**config.mk**
```make
export PLATFORM = sky130hd
export DESIGN_NAME = ram_bist_ctrl
export DESIGN_NICKNAME = d
export VERILOG_FILES = /design/src/rtl/ram_bist_pkg.sv /design/src/rtl/ram_bist_ctrl_lock_qual.sv /design/src/rtl/ram_bist_ctrl.sv
export SDC_FILE = /design/constraint.sdc
export NUM_CORES = 1
export LEC_CHECK = 0
export ABC_AREA = 1
export ABC_CLOCK_PERIOD_IN_PS = 3200
export CORE_ASPECT_RATIO = 1.25
export CORE_UTILIZATION = 52
export CTS_CLUSTER_DIAMETER = 40
export DETAILED_ROUTE_END_ITERATION = 8
export PLACE_DENSITY = 0.8
export SKIP_LAST_GASP = 1
export SYNTH_ARGS = -nofsm -noshare
export SYNTH_HDL_FRONTEND = slang
export SYNTH_SLANG_ARGS = --single-unit
```
**constraint.sdc**
```tcl
create_clock -name clk -period 3.2 [get_ports clk]
set_input_delay 0.48 -clock clk [delete_from_list [all_inputs] [get_ports clk]]
set_output_delay 0.48 -clock clk [all_outputs]
set_load 0.02 [all_outputs]
```
**src/rtl/ram_bist_pkg.sv**
```systemverilog
// Shared types and constants for the RAM built-in self-test sequencer.
package ram_bist_pkg;

   // Sequencer states
   typedef enum logic [2:0] {
      IDLE  = 3'd0,
      WRITE = 3'd1,
      READ  = 3'd2,
      CHECK = 3'd3,
      DONE  = 3'd4,
      FAIL  = 3'd5
   } state_e;

   // Per-pass XOR masks; callers slice down to their data width
   localparam int unsigned PAT_MAX_W = 64;
   localparam logic [PAT_MAX_W-1:0] PAT_XOR_P0 = '0;
   localparam logic [PAT_MAX_W-1:0] PAT_XOR_P1 = '1;

endpackage

```
**src/rtl/ram_bist_ctrl_lock_qual.sv**
```systemverilog
// PLL lock qualifier: 2-flop synchronizer followed by a saturating
// stability counter; lock_ok_o asserts once lock has been stable LOCK_WAIT cycles.
module lock_qual #(
   parameter int unsigned LOCK_WAIT = 1024
) (
   input  logic clk,
   input  logic rst_n,
   input  logic locked_i,
   output logic lock_s_o,
   output logic lock_ok_o
);

   localparam int unsigned CNT_W = $clog2(LOCK_WAIT + 1);
   localparam logic [CNT_W-1:0] CNT_MAX = CNT_W'(LOCK_WAIT);

   logic             meta_q;
   logic             sync_q;
   logic [CNT_W-1:0] cnt_q;
   logic [CNT_W-1:0] cnt_d;
   logic             ok_q;
   logic             ok_d;

   // Count while synchronized lock is high, saturate, clear on loss
   always_comb begin
      cnt_d = cnt_q;
      if (!sync_q) begin
         cnt_d = '0;
      end else if (cnt_q != CNT_MAX) begin
         cnt_d = cnt_q + CNT_W'(1);
      end
      ok_d = (cnt_d == CNT_MAX);
   end

   // Synchronizer, counter and registered qualification flag
   always_ff @(posedge clk or negedge rst_n) begin
      if (!rst_n) begin
         meta_q <= 1'b0;
         sync_q <= 1'b0;
         cnt_q  <= '0;
         ok_q   <= 1'b0;
      end else begin
         meta_q <= locked_i;
         sync_q <= meta_q;
         cnt_q  <= cnt_d;
         ok_q   <= ok_d;
      end
   end

   assign lock_s_o  = sync_q;
   assign lock_ok_o = ok_q;

endmodule

```
**src/rtl/ram_bist_ctrl.sv**
```systemverilog
// RAM BIST sequencer: waits for qualified PLL lock, then runs two
// write/read-back passes (address pattern, then its inverse) and
// reports pass/fail on sticky flags and the status LEDs.
module ram_bist_ctrl
   import ram_bist_pkg::*;
#(
   parameter int unsigned ADDR_W    = 8,
   parameter int unsigned DATA_W    = 8,
   parameter int unsigned LOCK_WAIT = 1024,
   parameter int unsigned HB_W      = 24
) (
   input  logic              clk,
   input  logic              rst_n,
   input  logic              locked,
   input  logic              restart,
   output logic              ram_we,
   output logic [ADDR_W-1:0] ram_addr,
   output logic [DATA_W-1:0] ram_wdata,
   input  logic [DATA_W-1:0] ram_rdata,
   output logic              done,
   output logic              fail,
   output logic [ADDR_W-1:0] fail_addr,
   output logic [7:0]        led_o
);

   state_e            state_q, state_d;
   logic [ADDR_W-1:0] addr_q, addr_d;
   logic              p_q, p_d;
   logic              vld_q, vld_d;
   logic [ADDR_W-1:0] raddr_q, raddr_d;
   logic [ADDR_W-1:0] faddr_q, faddr_d;
   logic              we_q, we_d;
   logic [DATA_W-1:0] wdata_q, wdata_d;
   logic              done_q, done_d;
   logic              fail_q, fail_d;
   logic              busy_q, busy_d;
   logic [HB_W-1:0]   hb_q, hb_d;

   logic              lock_s;
   logic              lock_ok;
   logic              rd_mismatch;
   logic              addr_last;
   logic [ADDR_W-1:0] addr_inc;

   // Expected data for address a in pass p
   function automatic logic [DATA_W-1:0] pat(input logic [ADDR_W-1:0] a, input logic p);
      logic [DATA_W-1:0] mask;
      mask = p ? PAT_XOR_P1[DATA_W-1:0] : PAT_XOR_P0[DATA_W-1:0];
      return DATA_W'(a) ^ mask;
   endfunction

   lock_qual #(
      .LOCK_WAIT (LOCK_WAIT)
   ) u_lock_qual (
      .clk       (clk),
      .rst_n     (rst_n),
      .locked_i  (locked),
      .lock_s_o  (lock_s),
      .lock_ok_o (lock_ok)
   );

   // Next-state, address/pass sequencing, read compare and registered-output decode
   always_comb begin
      state_d   = state_q;
      addr_d    = addr_q;
      p_d       = p_q;
      vld_d     = 1'b0;
      raddr_d   = addr_q;
      faddr_d   = faddr_q;
      hb_d      = hb_q + HB_W'(1);

      addr_inc    = addr_q + ADDR_W'(1);
      addr_last   = (addr_q == {ADDR_W{1'b1}});
      rd_mismatch = vld_q && (ram_rdata != pat(raddr_q, p_q));

      unique case (state_q)
         IDLE: begin
            addr_d = '0;
            p_d    = 1'b0;
            if (lock_ok) begin
               state_d = WRITE;
            end
         end
         WRITE: begin
            if (!lock_s) begin
               state_d = IDLE;
               addr_d  = '0;
               p_d     = 1'b0;
            end else begin
               addr_d = addr_inc;
               if (addr_last) begin
                  state_d = READ;
               end
            end
         end
         READ: begin
            if (!lock_s) begin
               state_d = IDLE;
               addr_d  = '0;
               p_d     = 1'b0;
            end else if (rd_mismatch) begin
               state_d = FAIL;
               faddr_d = raddr_q;
            end else begin
               addr_d = addr_inc;
               vld_d  = 1'b1;
               if (addr_last) begin
                  state_d = CHECK;
               end
            end
         end
         CHECK: begin
            if (!lock_s) begin
               state_d = IDLE;
               addr_d  = '0;
               p_d     = 1'b0;
            end else if (rd_mismatch) begin
               state_d = FAIL;
               faddr_d = raddr_q;
            end else if (!p_q) begin
               state_d = WRITE;
               addr_d  = '0;
               p_d     = 1'b1;
            end else begin
               state_d = DONE;
            end
         end
         DONE, FAIL: begin
            if (restart) begin
               state_d = IDLE;
               addr_d  = '0;
               p_d     = 1'b0;
               faddr_d = '0;
            end
         end
         default: begin
            state_d = IDLE;
         end
      endcase

      we_d    = (state_d == WRITE);
      wdata_d = we_d ? pat(addr_d, p_d) : '0;
      done_d  = (state_d == DONE);
      fail_d  = (state_d == FAIL);
      busy_d  = (state_d == WRITE) || (state_d == READ) || (state_d == CHECK);
   end

   // State and output registers
   always_ff @(posedge clk or negedge rst_n) begin
      if (!rst_n) begin
         state_q <= IDLE;
         addr_q  <= '0;
         p_q     <= 1'b0;
         vld_q   <= 1'b0;
         raddr_q <= '0;
         faddr_q <= '0;
         we_q    <= 1'b0;
         wdata_q <= '0;
         done_q  <= 1'b0;
         fail_q  <= 1'b0;
         busy_q  <= 1'b0;
         hb_q    <= '0;
      end else begin
         state_q <= state_d;
         addr_q  <= addr_d;
         p_q     <= p_d;
         vld_q   <= vld_d;
         raddr_q <= raddr_d;
         faddr_q <= faddr_d;
         we_q    <= we_d;
         wdata_q <= wdata_d;
         done_q  <= done_d;
         fail_q  <= fail_d;
         busy_q  <= busy_d;
         hb_q    <= hb_d;
      end
   end

   assign ram_we    = we_q;
   assign ram_addr  = addr_q;
   assign ram_wdata = wdata_q;
   assign done      = done_q;
   assign fail      = fail_q;
   assign fail_addr = faddr_q;
   assign led_o     = {hb_q[HB_W-1], hb_q[HB_W-2], 1'b0, p_q, fail_q, done_q, busy_q, lock_ok};

endmodule

```
==> results of run 1 <==
logic make-up (layout without fill, tap and decap cells):
logic type	count (synthesis)	in the layout	share of synthesized area, %
buf+inv	90	140	9.288
xor+xnor	26	26	5.711
compound gates	43	43	5.899
other cells	1	1	0.09404
simple gates	234	234	28.18
flops	79	79	49.58
fa+ha+maj	4	4	1.255
worst reg2reg max path, delay by kind of cell, from the launching register on:
family	cells	cell delay (ps)
compound gates	1	170
simple gates	10	1170
flops	1	450
fa+ha+maj	1	220
through the flow:
stage	utilization, %	hold slack (ps)	setup slack [ps]	total power [mW]	instance area, um2
floorplan	-	184.4	1298	1.093	3988
global placement	60.49	345.0	749.2	1.155	4477
detailed placement	60.49	345.7	648.3	1.158	4477
CTS	62.86	315.0	1026	1.822	4652
global route	62.86	365.7	801.4	1.881	4652
finish	62.86	279.9	1012	1.801	4652
layer usage:
layer	global-route usage, %	share of wire, %	up-vias
met5	0	0	-
li1	-	-	1585
met4	12.50	1.1	0
met3	5.091	4.2	6
met2	35.24	51	66
met1	25.30	43	1474
report_power, final:
group	switching [mW]	internal, mW	leakage [nW]	total [mW]
logic	0.0653	0.0473	1.22	0.113
registers	0.0113	1.01	1.07	1.02
clock network	0.363	0.302	0.0853	0.664
total	0.439	1.36	2.37	1.80
final cells by class:
type / instances / share of cell area (%)
Clock buffer: 11 / 3.039
Multi-Input combinational cell: 308 / 35.26
Inverter: 79 / 6.374
Clock inverter: 5 / 0.7262
Sequential cell: 79 / 42.50
Timing Repair Buffer: 45 / 9.629
Tap cell: 92 / 2.474
state kept, by name, summed over array words and instances, names as in the netlist, 3 cells and up:
name               count
u_lock_qual.cnt_q     11
fail_addr              8
ram_addr               8
hb_q                  24
raddr_q                8
state_q                3
ram_wdata              8
layout by cell type (no fill, tap or decap), drive strengths merged, types with 15 or more instances in the layout:
cell type      instances
nor2                  55
dfrtp                 79
xor2                  17
clkdlybuf4s50         44
a21oi                 23
inv                   78
o21ai                 15
nand3                 51
nand2                104
worst max path at each step:
stage | cells after the start | end | slack [ps] | startpoint
6_report | 15 | ram_wdata[7]$_DFF_PN0_ | 1010 | ram_rdata[5]
5_1_grt | 15 | ram_wdata[5]$_DFF_PN0_ | 800 | ram_rdata[5]
4_1_cts | 15 | ram_wdata[7]$_DFF_PN0_ | 1030 | ram_rdata[5]
3_5_place_dp | 15 | ram_wdata[7]$_DFF_PN0_ | 650 | ram_rdata[5]
3_3_place_gp | 15 | ram_wdata[7]$_DFF_PN0_ | 750 | ram_rdata[3]
2_1_floorplan | 12 | ram_wdata[0]$_DFF_PN0_ | 1300 | ram_addr[1]$_DFF_PN0_
==> impl_metrics.json, run 1 <==
{
  "fin_crit_sh_pct": 68.38,
  "drtIter0Drc": 181,
  "post-cts-setup-buffer-count": 0,
  "powerDensity_nw_per_um2": 387.2,
  "first_global_vias": 3134,
  "dp.cells": 603,
  "core.rowCount": 35,
  "crit_required_ps": 3480,
  "max-vdd-ir-drop_mv": 0.3652,
  "synthArstFlopShare_pct": 100.0,
  "post_cts_resized": 0,
  "crit_path_end_kind": "register",
  "clk_pin_slew_worst_paths_ps": 80,
  "rrSetupSlack_ps": 1080,
  "synth_edf_count": 0,
  "fmax_mhz": 457.0,
  "die_x_um": 80.33,
  "period_needed_ps": 2188,
  "dr_total_vias": 3131,
  "p_leak_nw": 2.369,
  "rsz0062_at_grt": "no",
  "synth_common_cells": "nand2_1 (98), dfrtp_1 (79), inv_1 (69)",
  "wirelength_mm": 7.611,
  "r2r_end": "ram_wdata[0]$_DFF_PN0_",
  "cts_made_buffers": 9,
  "path_max_fanout": 15,
  "dieArea_um2": 8025,
  "reg2regPathDepth": 12,
  "drv_cap": 0,
  "wl_per_cell_um": 12.30,
  "synth.most_common_cell": "nand2_1",
  "synthTopCellsByArea": "dfrtp_1 (50%), nand2_1 (9.2%), inv_1 (6.5%), nand3_1 (5.9%), nor2_1 (4.6%)",
  "cts_tree": "built",
  "cts_root_buf": "clkbuf_8",
  "crit_buf_inv": 3,
  "hold_viol": 0,
  "grt_max_degree": 80,
  "postCtsHoldBufs": 0,
  "worst-setup-path-type": "input pin to register",
  "regArea_um2": 1977,
  "ys_seq_area_share_pct": 49.58,
  "initial_core_util_pct": 53.88,
  "multi_input_comb_area_um2": 1640,
  "n_fill_cell": 641,
  "grt_overflow": 0,
  "htree_levels": 3,
  "syn_avg_cell_area_um2": 8.360,
  "firstDrtPassIters": 4,
  "fin_cells": 619,
  "nets": 538,
  "drtAntennaViolNets": 0,
  "syn2layout_area_growth_pct": 16.66,
  "dp_hpwl_mm": 5.544,
  "finalSetupViolations": 0,
  "fin_tns_setup_ps": 0,
  "crit_family": "simple AND/OR/NAND/NOR gates",
  "slew_headroom_pct": 36.56,
  "tightest_slew_ps": 951.6,
  "ctsLongestPathBuffers": 2,
  "globalplace.congestion": 0.8810,
  "diodes": 0,
  "syn_nets": 493,
  "layout-drive-gt1-share_pct": 9.488,
  "synth_top_area_share_pct": 49.58,
  "min_path_type": "input pin to async pin",
  "drcViolationCount": 0,
  "critPathSlowestCell": "a21oi_2",
  "numPortBuffers": 45,
  "critPathMostFrequentCell": "nand2_1",
  "ys_warn_count": 0,
  "ys.flop_type": "dfrtp_1",
  "grt_pass1_wl_mm": 13.20,
  "antenna_found_initial": 0,
  "netlist_area_um2": 3988,
  "slew_violations": 0,
  "io_pins": 47,
  "avgViaCountPerCell": 5.058,
  "status": "complete, no violations",
  "synth_seq_cells": 79,
  "grt_usage_pct": 21.38,
  "fp.dieH_um": 99.91,
  "crit_path_max_incr_delay_ps": 520,
  "path_cells": "clkdlybuf4s50_1, inv_1, nand2_1, nand2_1, nand2_1, nand2_1, nand2_1, nor2_2, nand2_4, nand2_4, a21oi_2, inv_1, nand2_1, nand2_1, nor2_1",
  "clock_latency_ps": 350,
  "worstPathArrival_ps": 2460,
  "coreArea_um2": 7401,
  "r2r_start": "ram_addr[0]$_DFF_PN0_",
  "crit_path_start_kind": "input pin",
  "synth_top_cell_by_area": "dfrtp_1",
  "synth_cells": 477,
  "clock_sinks": 79,
  "finClkSkew_ps": 15.63,
  "synthDistinctLibCells": 37
}
Power figures use the tool's default switching activity.
==> inputs of run 2 (changes only) <==
Settings changed: ABC_CLOCK_PERIOD_IN_PS 3200 to 2200.
Clock period 3.2 ns to 2.2 ns, I/O delays scaled along.
==> run 2 against run 1 <==
Worst hold slack better by 87 ps. Total power is 48% higher. First-iteration DRC count rose by 24%. Setup slack worse by 780 ps. Utilization up 1.5 points. Via count is 1.7% higher. Count of clock-buffer cells in the layout shrank 2. Flip-flop and latch count unchanged. Global-route usage up 0.64 points. Clock skew about the same. Wire length up 3.2%.
==> impl_metrics.json, run 2 (synthesis gave the netlist of run 1 again) <==
{
  "status": "complete, no violations",
  "dr_total_vias": 3184,
  "layout-drive-gt1-share_pct": 11.17,
  "io_pins": 47,
  "ctsLongestPathBuffers": 2,
  "path_max_fanout": 6,
  "syn2layout_area_growth_pct": 19.49,
  "top_usage_layer": "met2",
  "met3_usage_pct": 7.091,
  "rsz0062_at_grt": "no",
  "cts_tree": "built",
  "numPortBuffers": 45,
  "fp.dieH_um": 99.91,
  "final_common_cell": "nand2_1",
  "hold_slack_ps": 366.8,
  "first_global_vias": 3092,
  "dp.cells": 612,
  "seqPwrFrac_pct": 55.8,
  "hold_viol": 0,
  "pwr-share-clk_pct": 37.6,
  "drtIter0Drc": 224,
  "globalplace.congestion": 0.8676,
  "initial_core_util_pct": 53.88,
  "top_register": "hb_q",
  "grt_usage_pct": 22.02,
  "dieArea_um2": 8025,
  "core.rowCount": 35,
  "crit_path_end_kind": "register",
  "htree_levels": 3,
  "place_area_um2": 4569,
  "wirelength_mm": 7.853,
  "largest_register_ffs": 24,
  "p_leak_nw": 2.433,
  "crit_path_start_kind": "register",
  "wl_per_cell_um": 12.48,
  "grt_max_degree": 48,
  "coreArea_um2": 7401,
  "worstPathArrival_ps": 2220,
  "slew_violations": 0,
  "antenna_found_initial": 0,
  "largest_registers": "hb_q (24), u_lock_qual.cnt_q (11)",
  "nets": 548,
  "cts_root_buf": "clkbuf_8",
  "finalSetupViolations": 0,
  "min_path_type": "register to register",
  "dp_hpwl_mm": 5.867,
  "fmax_mhz": 508.7,
  "n_fill_cell": 600,
  "slew_headroom_pct": 62.87,
  "clk_pin_slew_worst_paths_ps": 100,
  "max-vdd-ir-drop_mv": 0.3099,
  "p_comb_share_pct": 6.6,
  "drcViolationCount": 0,
  "power_switching_mw": 0.6862,
  "tightest_slew_ps": 556.9,
  "intPower_mw": 1.979,
  "finClkSkew_ps": 15.76,
  "fin_cells": 629,
  "use_met1_pct": 25.18,
  "worst-setup-path-type": "register to register",
  "grt_pass1_wl_mm": 13.56,
  "powerDensity_nw_per_um2": 559.5,
  "clock_sinks": 79,
  "crit_required_ps": 2450,
  "grtUsageMet2_pct": 37.80,
  "switching_share_pct": 25.74,
  "grt_overflow": 0,
  "avgViaCountPerCell": 5.062,
  "period_needed_ps": 1966,
  "diodes": 0,
  "final_util_pct": 64.38,
  "finalInstanceArea_um2": 4765,
  "firstDrtPassIters": 4,
  "cts_made_buffers": 9,
  "mostFrequentLayoutCells": "nand2_1 (98), dfrtp_1 (79), inv_1 (69)",
  "drtAntennaViolNets": 0,
  "die_x_um": 80.33,
  "clock_latency_ps": 350,
  "fin_crit_sh_pct": 89.36,
  "drv_cap": 0
}
## run 2: cell types whose count changed in the layout (fill, tap and decap cells not counted)
cell | previous run | this run
buf_4 | 1 | 8
inv_6 | 0 | 3
dlygate4sd3_1 | 0 | 1
clkbuf_1 | 1 | 0
inv_8 | 0 | 1
clkinv_2 | 2 | 0
clkbuf_8 | 10 | 9
buf_12 | 0 | 2
## run 2: worst paths after layout
kind / slack [ps] / cells after the start / end / from
max in group asynchronous: 1150 / 3 / hb_q[3]$_DFF_PN0_ / rst_n
max: 230 / 13 / ram_wdata[4]$_DFF_PN0_ / p_q$_DFF_PN0_
min: 370 / 0 / u_lock_qual.lock_s_o$_DFF_PN0_ / u_lock_qual.meta_q$_DFF_PN0_
min in group asynchronous: 460 / 2 / fail$_DFF_PN0_ / rst_n
max reg2reg: 230 / 13 / ram_wdata[4]$_DFF_PN0_ / p_q$_DFF_PN0_
min reg2reg: 370 / 0 / u_lock_qual.lock_s_o$_DFF_PN0_ / u_lock_qual.meta_q$_DFF_PN0_
## run 2: worst max-delay path: stages, from the launching register on
cell and delay (ps):
dfrtp_1 510, inv_2 120, nand3_1 100, nor2_1 40, nor2_1 100, nor2_2 60, nand2_4 90, nand2_4 80
nand2_1 100, nand2_1 150, a21oi_1 270, nand3_1 120, nand2_1 90, nor2_1 40
## run 2: power by group through the flow
stage                     sequential [mW]  combinational [mW]  clock, mW
after floorplan                      1.54              0.0546          0
after global placement               1.51               0.171          0
after detailed placement             1.52               0.178          0
after CTS                            1.49               0.180       1.03
after global routing                 1.49               0.198       1.11
final                                1.49               0.177       1.00
## run 2: area by class of cell
class / instances / area (um2) / area share [%]
tap: 92 / 115.1 / 2.416
clock buffer: 9 / 123.9 / 2.600
sequential: 79 / 1977 / 41.49
inverter: 79 / 296.5 / 6.224
multi-input combinational: 308 / 1640 / 34.43
clock inverter: 7 / 61.31 / 1.287
timing repair buffer: 55 / 550.5 / 11.55
## run 2: through the flow
stage | TNS, ps | setup slack [ps] | total power, mW
2_1_floorplan | 0 | 298.3 | 1.590
3_3_place_gp | -44.83 | -38.73 | 1.686
3_5_place_dp | -776.4 | -98.27 | 1.694
4_1_cts | 0 | 251.7 | 2.695
5_1_grt | 0 | 35.87 | 2.798
6_report | 0 | 234.1 | 2.666
## run 2: timing repair
| action | 4_1_cts | 5_1_grt |
|---|---|---|
| hold buffers | 1 | 0 |
| endpoints found under the hold margin | 32 | 0 |
| gates resized for setup | 0 | 0 |
| setup buffers | 0 | 0 |
## run 2: per-layer routing
layer | vias up | routed length [um]
met1 | 1507 | 3400
met5 | - | 0
li1 | 1593 | -
met4 | 0 | 169
met3 | 15 | 348
met2 | 69 | 3935
